### src/rtl/saber_ins_pkg.sv
// Shared constants for the Saber instruction sequencer: word layout, opcodes, FSM encodings.
package saber_ins_pkg;

  localparam int ADDR_W     = 6;
  localparam int INS_W      = 37;
  localparam int START_ADDR = 0;

  localparam int INS_LSB    = 0;
  localparam int OP1_LSB    = 5;
  localparam int OP2_LSB    = 15;
  localparam int OP3_LSB    = 25;
  localparam int WE0_BIT    = 35;
  localparam int WE1_BIT    = 36;
  localparam int IMM_LO_LSB = 0;
  localparam int IMM_HI_LSB = 16;

  localparam logic [4:0] OP_NOP  = 5'd0;
  localparam logic [4:0] OP_LOOP = 5'd30;
  localparam logic [4:0] OP_END  = 5'd31;

  localparam logic [2:0] ST_IDLE   = 3'd0;
  localparam logic [2:0] ST_FETCH  = 3'd1;
  localparam logic [2:0] ST_DECODE = 3'd2;
  localparam logic [2:0] ST_ISSUE  = 3'd3;
  localparam logic [2:0] ST_DONE   = 3'd4;

  typedef struct packed {
    logic        we1;
    logic        we0;
    logic [9:0]  op3;
    logic [9:0]  op2;
    logic [9:0]  op1;
    logic [4:0]  ins_code;
    logic [15:0] imm_hi;
    logic [15:0] imm_lo;
  } ins_fields_t;

endpackage

### src/rtl/ins_sequencer_if.sv
// Issue bus between the sequencer (master) and the arithmetic datapath (slave).
interface ins_sequencer_if;

  logic        ins_valid;
  logic        ins_ready;
  logic [4:0]  ins_code;
  logic [9:0]  op1;
  logic [9:0]  op2;
  logic [9:0]  op3;
  logic [15:0] imm_hi;
  logic [15:0] imm_lo;
  logic        we0;
  logic        we1;

  modport master (
    output ins_valid, ins_code, op1, op2, op3, imm_hi, imm_lo, we0, we1,
    input  ins_ready
  );

  modport slave (
    input  ins_valid, ins_code, op1, op2, op3, imm_hi, imm_lo, we0, we1,
    output ins_ready
  );

endinterface

### src/rtl/ins_sequencer_field_decode.sv
// Purely combinational split of a 37-bit ROM word into its datapath fields.
module ins_field_decode
  import saber_ins_pkg::*;
(
  input  logic [INS_W-1:0] rom_data,
  output ins_fields_t      fields
);

  assign fields.we1      = rom_data[WE1_BIT];
  assign fields.we0      = rom_data[WE0_BIT];
  assign fields.op3      = rom_data[OP3_LSB +: 10];
  assign fields.op2      = rom_data[OP2_LSB +: 10];
  assign fields.op1      = rom_data[OP1_LSB +: 10];
  assign fields.ins_code = rom_data[INS_LSB +: 5];
  assign fields.imm_hi   = rom_data[IMM_HI_LSB +: 16];
  assign fields.imm_lo   = rom_data[IMM_LO_LSB +: 16];

endmodule

### src/rtl/ins_sequencer.sv
// PC and fetch/decode/issue controller for the Saber instruction ROM.
// Optional hardware loop support is enabled by defining SEQ_LOOP_EN.
module ins_sequencer #(
  parameter int ADDR_W     = 6,
  parameter int START_ADDR = 0
) (
  input  logic                           clk,
  input  logic                           rst_n,
  input  logic                           start,
  output logic [ADDR_W-1:0]              rom_addr,
  input  logic [saber_ins_pkg::INS_W-1:0] rom_data,
  ins_sequencer_if.master                ins,
  output logic                           busy,
  output logic                           done,
  output logic                           err
);
  import saber_ins_pkg::*;

  localparam logic [ADDR_W-1:0] START_PC = ADDR_W'(START_ADDR);

  logic [2:0]        state;
  logic [ADDR_W-1:0] pc;
  ins_fields_t       dec;
  ins_fields_t       fld;
  logic              is_nop;
  logic              is_end;
  logic              is_loop;
  logic              loop_take;
  logic [ADDR_W-1:0] loop_target;

  ins_field_decode u_field_decode (
    .rom_data (rom_data),
    .fields   (dec)
  );

  // A we1 word carries a 32-bit immediate over the opcode bits, so it is always issued.
  assign is_nop      = !dec.we1 && (dec.ins_code == OP_NOP);
  assign is_end      = !dec.we1 && (dec.ins_code == OP_END);
  assign loop_target = dec.op1[ADDR_W-1:0];

`ifdef SEQ_LOOP_EN
  logic [9:0]        loop_cnt;
  logic [ADDR_W-1:0] loop_pc;
  logic              loop_act;
  logic [9:0]        loop_eff;

  // A LOOP word at a different address than the tracked one restarts the counter.
  assign is_loop   = !dec.we1 && (dec.ins_code == OP_LOOP);
  assign loop_eff  = (loop_act && (loop_pc == pc)) ? loop_cnt : dec.op2;
  assign loop_take = is_loop && (loop_eff > 10'd1);

  always_ff @(posedge clk or negedge rst_n) begin
    if (!rst_n) begin
      loop_cnt <= '0;
      loop_pc  <= '0;
      loop_act <= 1'b0;
    end else if (state == ST_IDLE && start) begin
      loop_cnt <= '0;
      loop_act <= 1'b0;
    end else if (state == ST_DECODE && is_loop) begin
      if (loop_take) begin
        loop_cnt <= loop_eff - 10'd1;
        loop_pc  <= pc;
        loop_act <= 1'b1;
      end else begin
        loop_cnt <= '0;
        loop_act <= 1'b0;
      end
    end
  end
`else
  assign is_loop   = 1'b0;
  assign loop_take = 1'b0;
`endif

  always_ff @(posedge clk or negedge rst_n) begin
    if (!rst_n) begin
      state         <= ST_IDLE;
      pc            <= START_PC;
      err           <= 1'b0;
      ins.ins_valid <= 1'b0;
      fld           <= '0;
    end else begin
      case (state)
        ST_IDLE: begin
          if (start) begin
            state <= ST_FETCH;
            pc    <= START_PC;
            err   <= 1'b0;
          end
        end
        ST_FETCH: state <= ST_DECODE;
        ST_DECODE: begin
          if (is_end) begin
            state <= ST_DONE;
          end else if (loop_take) begin
            pc    <= loop_target;
            state <= ST_FETCH;
          end else if (is_nop || is_loop) begin
            if (&pc) begin
              err   <= 1'b1;
              state <= ST_IDLE;
            end else begin
              pc    <= pc + 1'b1;
              state <= ST_FETCH;
            end
          end else begin
            fld           <= dec;
            ins.ins_valid <= 1'b1;
            state         <= ST_ISSUE;
          end
        end
        ST_ISSUE: begin
          // The PC does not wrap: stepping past the last address is a program error.
          if (ins.ins_ready) begin
            ins.ins_valid <= 1'b0;
            if (&pc) begin
              err   <= 1'b1;
              state <= ST_IDLE;
            end else begin
              pc    <= pc + 1'b1;
              state <= ST_FETCH;
            end
          end
        end
        ST_DONE: state <= ST_IDLE;
        default: state <= ST_IDLE;
      endcase
    end
  end

  assign rom_addr     = pc;
  assign busy         = (state != ST_IDLE);
  assign done         = (state == ST_DONE);
  assign ins.ins_code = fld.ins_code;
  assign ins.op1      = fld.op1;
  assign ins.op2      = fld.op2;
  assign ins.op3      = fld.op3;
  assign ins.imm_hi   = fld.imm_hi;
  assign ins.imm_lo   = fld.imm_lo;
  assign ins.we0      = fld.we0;
  assign ins.we1      = fld.we1;

endmodule

### src/flat_wrapper.sv
// flat-port wrapper written by rule: the top's interface ports become plain ports
module ins_sequencer_flat import saber_ins_pkg::*;
#(
  parameter int ADDR_W     = 6,
  parameter int START_ADDR = 0
)
  (clk, rst_n, start, rom_addr, rom_data, busy, done, err, ins_ins_valid, ins_ins_code, ins_op1, ins_op2, ins_op3, ins_imm_hi, ins_imm_lo, ins_we0, ins_we1, ins_ins_ready);
  ins_sequencer_if ins_i ();
  input  logic clk;
  input  logic rst_n;
  input  logic start;
  output logic [ADDR_W-1:0] rom_addr;
  input  logic [saber_ins_pkg::INS_W-1:0] rom_data;
  output logic busy;
  output logic done;
  output logic err;
  output wire logic [$bits(ins_i.ins_valid)-1:0] ins_ins_valid;
  output wire logic [$bits(ins_i.ins_code)-1:0] ins_ins_code;
  output wire logic [$bits(ins_i.op1)-1:0] ins_op1;
  output wire logic [$bits(ins_i.op2)-1:0] ins_op2;
  output wire logic [$bits(ins_i.op3)-1:0] ins_op3;
  output wire logic [$bits(ins_i.imm_hi)-1:0] ins_imm_hi;
  output wire logic [$bits(ins_i.imm_lo)-1:0] ins_imm_lo;
  output wire logic [$bits(ins_i.we0)-1:0] ins_we0;
  output wire logic [$bits(ins_i.we1)-1:0] ins_we1;
  input wire logic [$bits(ins_i.ins_ready)-1:0] ins_ins_ready;
  assign ins_ins_valid = ins_i.ins_valid;
  assign ins_ins_code = ins_i.ins_code;
  assign ins_op1 = ins_i.op1;
  assign ins_op2 = ins_i.op2;
  assign ins_op3 = ins_i.op3;
  assign ins_imm_hi = ins_i.imm_hi;
  assign ins_imm_lo = ins_i.imm_lo;
  assign ins_we0 = ins_i.we0;
  assign ins_we1 = ins_i.we1;
  assign ins_i.ins_ready = ins_ins_ready;
  ins_sequencer #(.ADDR_W(ADDR_W), .START_ADDR(START_ADDR)) u_core (.clk(clk), .rst_n(rst_n), .start(start), .rom_addr(rom_addr), .rom_data(rom_data), .ins(ins_i), .busy(busy), .done(done), .err(err));
endmodule
### config.mk
export PLATFORM = sky130hd
export DESIGN_NAME = ins_sequencer_flat
export DESIGN_NICKNAME = d
export VERILOG_FILES = /design/src/rtl/saber_ins_pkg.sv /design/src/rtl/ins_sequencer_if.sv /design/src/rtl/ins_sequencer_field_decode.sv /design/src/rtl/ins_sequencer.sv /design/src/flat_wrapper.sv
export SDC_FILE = /design/constraint.sdc
export NUM_CORES = 1
export LEC_CHECK = 0
export ABC_AREA = 1
export BUFFER_PORTS_ARGS = -buffer_cell sky130_fd_sc_hd__buf_4
export CORE_ASPECT_RATIO = 0.6
export CORE_MARGIN = 2
export CORE_UTILIZATION = 43
export DETAILED_ROUTE_END_ITERATION = 10
export PLACE_DENSITY = 0.87
export SYNTH_ARGS = -nofsm -noshare
export SYNTH_HDL_FRONTEND = slang
export SYNTH_SLANG_ARGS = --single-unit
### constraint.sdc
create_clock -name clk -period 1.6 [get_ports clk]
set_input_delay 0.32 -clock clk [delete_from_list [all_inputs] [get_ports clk]]
set_output_delay 0.32 -clock clk [all_outputs]
set_load 0.05 [all_outputs]
==> impl_metrics.env <==
export IMPL_io_buffers=119
export IMPL_arrival_ns=1.73
export IMPL_crit_family="simple AND/OR/NAND/NOR gates"
export IMPL_critical_path_buf_inv_count=1
export IMPL_drt_initial_drc_count=106
export IMPL_clk_latency_ns=0.30
export IMPL_cp_required_ns=1.83
export IMPL_cts_buffers=5
export IMPL_cts_buffer_depth=2
export IMPL_setup_viol=0
export IMPL_crit_path_end_kind="flop"
export IMPL_ys_types=25
export IMPL_syn_num_nets=338
export IMPL_fin_cells=457
export IMPL_wl_per_cell_um=12.5
export IMPL_fin_area_um2=3270
export IMPL_avgSynthCellArea_um2=8.12
export IMPL_cts_sinks=48
export IMPL_drv_slew=0
export IMPL_max_freq_mhz=667
export IMPL_drive_gt1_share_pct=37.9
export IMPL_hold_class="in -> async"
export IMPL_vias_per_cell=4.84
export IMPL_crit_type="reg -> reg"
export IMPL_start_kind="flop"
export IMPL_yosys_register_bits=48
export IMPL_wirelength_um=5720
export IMPL_netlist_area_um2=2400
export IMPL_rows=21
export IMPL_dr_pass1_iters=4
export IMPL_tightest_slew_ns=0.602
export IMPL_grt_pass1_vias=1939
export IMPL_synth_top_area_share_pct=49.9
export IMPL_synth_top_area_cell="dfrtp_1"
export IMPL_clkTransAtPathRegs_ns=0.09
export IMPL_cts_hold_buf=0
export IMPL_ys_seq_area_share_pct=49.9
export IMPL_pin_count=120
export IMPL_layout_min_cycle_time_ns=1.50
export IMPL_slew_headroom_pct=59.9
export IMPL_hold_viol_final=0
export IMPL_die_h_um=61.9
export IMPL_dieArea_um2=6230
export IMPL_status="finished clean"
export IMPL_critPathMaxFanout=6
export IMPL_finalCritPeriodShare_pct=93.7
export IMPL_cap_violations=0
export IMPL_placed_area_um2=3150
export IMPL_synth_area_leaders="dfrtp_1, nand2_1, buf_4, nand3_1, nor2_1"
export IMPL_coreArea_um2=5490
export IMPL_start_util_pct=43.8
export IMPL_antenna_found_initial=0
export IMPL_nets=429
export IMPL_cpPeakStageDelay_ns=0.42
export IMPL_critPathSlowestCell="dfrtp_1"
export IMPL_synth_compound_area_share_pct=2.50
export IMPL_cts_tree="done"
export IMPL_synthFlopType="dfrtp_1"
export IMPL_synth_fa_ha_area_share_pct=0.520
export IMPL_num_vias=2210
export IMPL_syn_inst=296
export IMPL_grt_pass1_wl_um=9000
export IMPL_path_cells="inv_1 > nand2_2 > nor2_1 > nand2_2 > nand4_1 > nand2_1 > nand2_1"
export IMPL_dpl_hpwl_um=4290
export IMPL_gp_congestion=0.903
export IMPL_htreeDepth=2
export IMPL_async_flop_share_pct=100
export IMPL_overflow=0
export IMPL_dp_cells=448
export IMPL_layout_commonest_cell="buf_4"
export IMPL_synth_xor_area_share_pct=1.09
export IMPL_antenna_cells=0
export IMPL_synth_mux_area_share_pct=0
export IMPL_drc=0
export IMPL_mostFrequentLayoutCells="buf_4, nand2_1, nand3_1, dfrtp_1, nor2_1"
export IMPL_synth_top_family_by_area="simple AND/OR/NAND/NOR gates"
export IMPL_synth_simple_area_share_pct=31.2
export IMPL_grt_max_degree=49
export IMPL_cts_root_buf="clkbuf_8"
export IMPL_synthToLayoutAreaGrowth_pct=35.9
export IMPL_track_usage_pct=18.7
export IMPL_fin_skew_ns=0.00970
export IMPL_yosys_warnings=0
export IMPL_antenna_left=0
export IMPL_synth_edf_count=0
export IMPL_die_w_um=101
## sequential cells by signal, indices dropped and copies added, names as in the netlist
| signal | cells |
|---|---|
| u_core.ins.imm_hi | 9 |
| u_core.ins.op3 | 10 |
| u_core.ins.op2 | 1 |
| u_core.state | 3 |
| u_core.ins.we0 | 1 |
| u_core.ins.we1 | 1 |
| u_core.ins.imm_lo | 15 |
| u_core.rom_addr | 6 |
| u_core.err | 1 |
| u_core.ins.ins_valid | 1 |
## final timing paths
path | start | end | slack (ns) | cells past startpoint
worst max register to register | u_core.state[2]$_DFFE_PN0P_ | u_core.rom_addr[0]$_DFFE_PN0P_ | 0.10 | 7
worst min register to register | u_core.ins.we1$_DFFE_PN0P_ | u_core.ins.we1$_DFFE_PN0P_ | 0.48 | 2
min in group clk | rom_data[3] | u_core.ins.imm_lo[3]$_DFFE_PN0P_ | 0.24 | 3
worst min-delay path | rst_n | u_core.rom_addr[5]$_DFFE_PN0P_ | 0.02 | 1
worst max-delay path | u_core.state[2]$_DFFE_PN0P_ | u_core.rom_addr[0]$_DFFE_PN0P_ | 0.10 | 7
max in group asynchronous | rst_n | u_core.state[0]$_DFFE_PN0P_ | 1.12 | 1
## routing by layer
metal  GRT usage [%]  routed length, µm  up-vias
li1                -                  -     1091
met1            25.1               2700     1025
met2            31.0               2560       90
met3            5.03                435        4
met4            5.28                 29        0
met5               0                  0        -
## through the flow
step,TNS (ns),hold WS [ns],utilization (%),worst slack (ns)
after floorplan,0,0.0244,-,0.0884
after global placement,0,0.371,57.4,0.134
after detailed placement,0,0.373,57.4,0.0839
after CTS,0,0.0440,59.0,0.0555
after global routing,-0.00330,0.0609,59.5,-0.00242
final,0,0.0194,59.5,0.102
## cell families after synthesis
family / after synthesis
AND/OR/NAND/NOR: 180
AO/OA/AOI/OAI: 10
buffers and inverters: 54
adder cells (fa/ha/maj): 1
XOR/XNOR: 3
flip-flops: 48
## synth_stat cells (2+ instances only)
library cell / instances
nand2_1: 110
dfrtp_1: 48
clkbuf_1: 2
buf_4: 33
buf_6: 3
nor2_1: 17
xor2_1: 2
inv_1: 9
o21ai_0: 5
buf_2: 5
nand3_1: 47
nor2_2: 2
## area by class of cell
class	count	area (µm²)
Timing Repair Buffer	128	977
Inverter	10	37.5
Tap cell	69	86.3
Sequential cell	48	1210
Fill cell	480	2220
Clock inverter	1	8.76
Multi-Input combinational cell	194	876
Clock buffer	7	76.3
## repair_timing
item                                    4_1_cts  5_1_grt
endpoints found under the setup margin        0       44
gates resized for setup                       0        7
hold endpoints to repair                      0        0
buffers inserted                              0        1
Power is not shown: default switching activity piles up to over one toggle a cycle in this logic, so the estimate is an artifact.
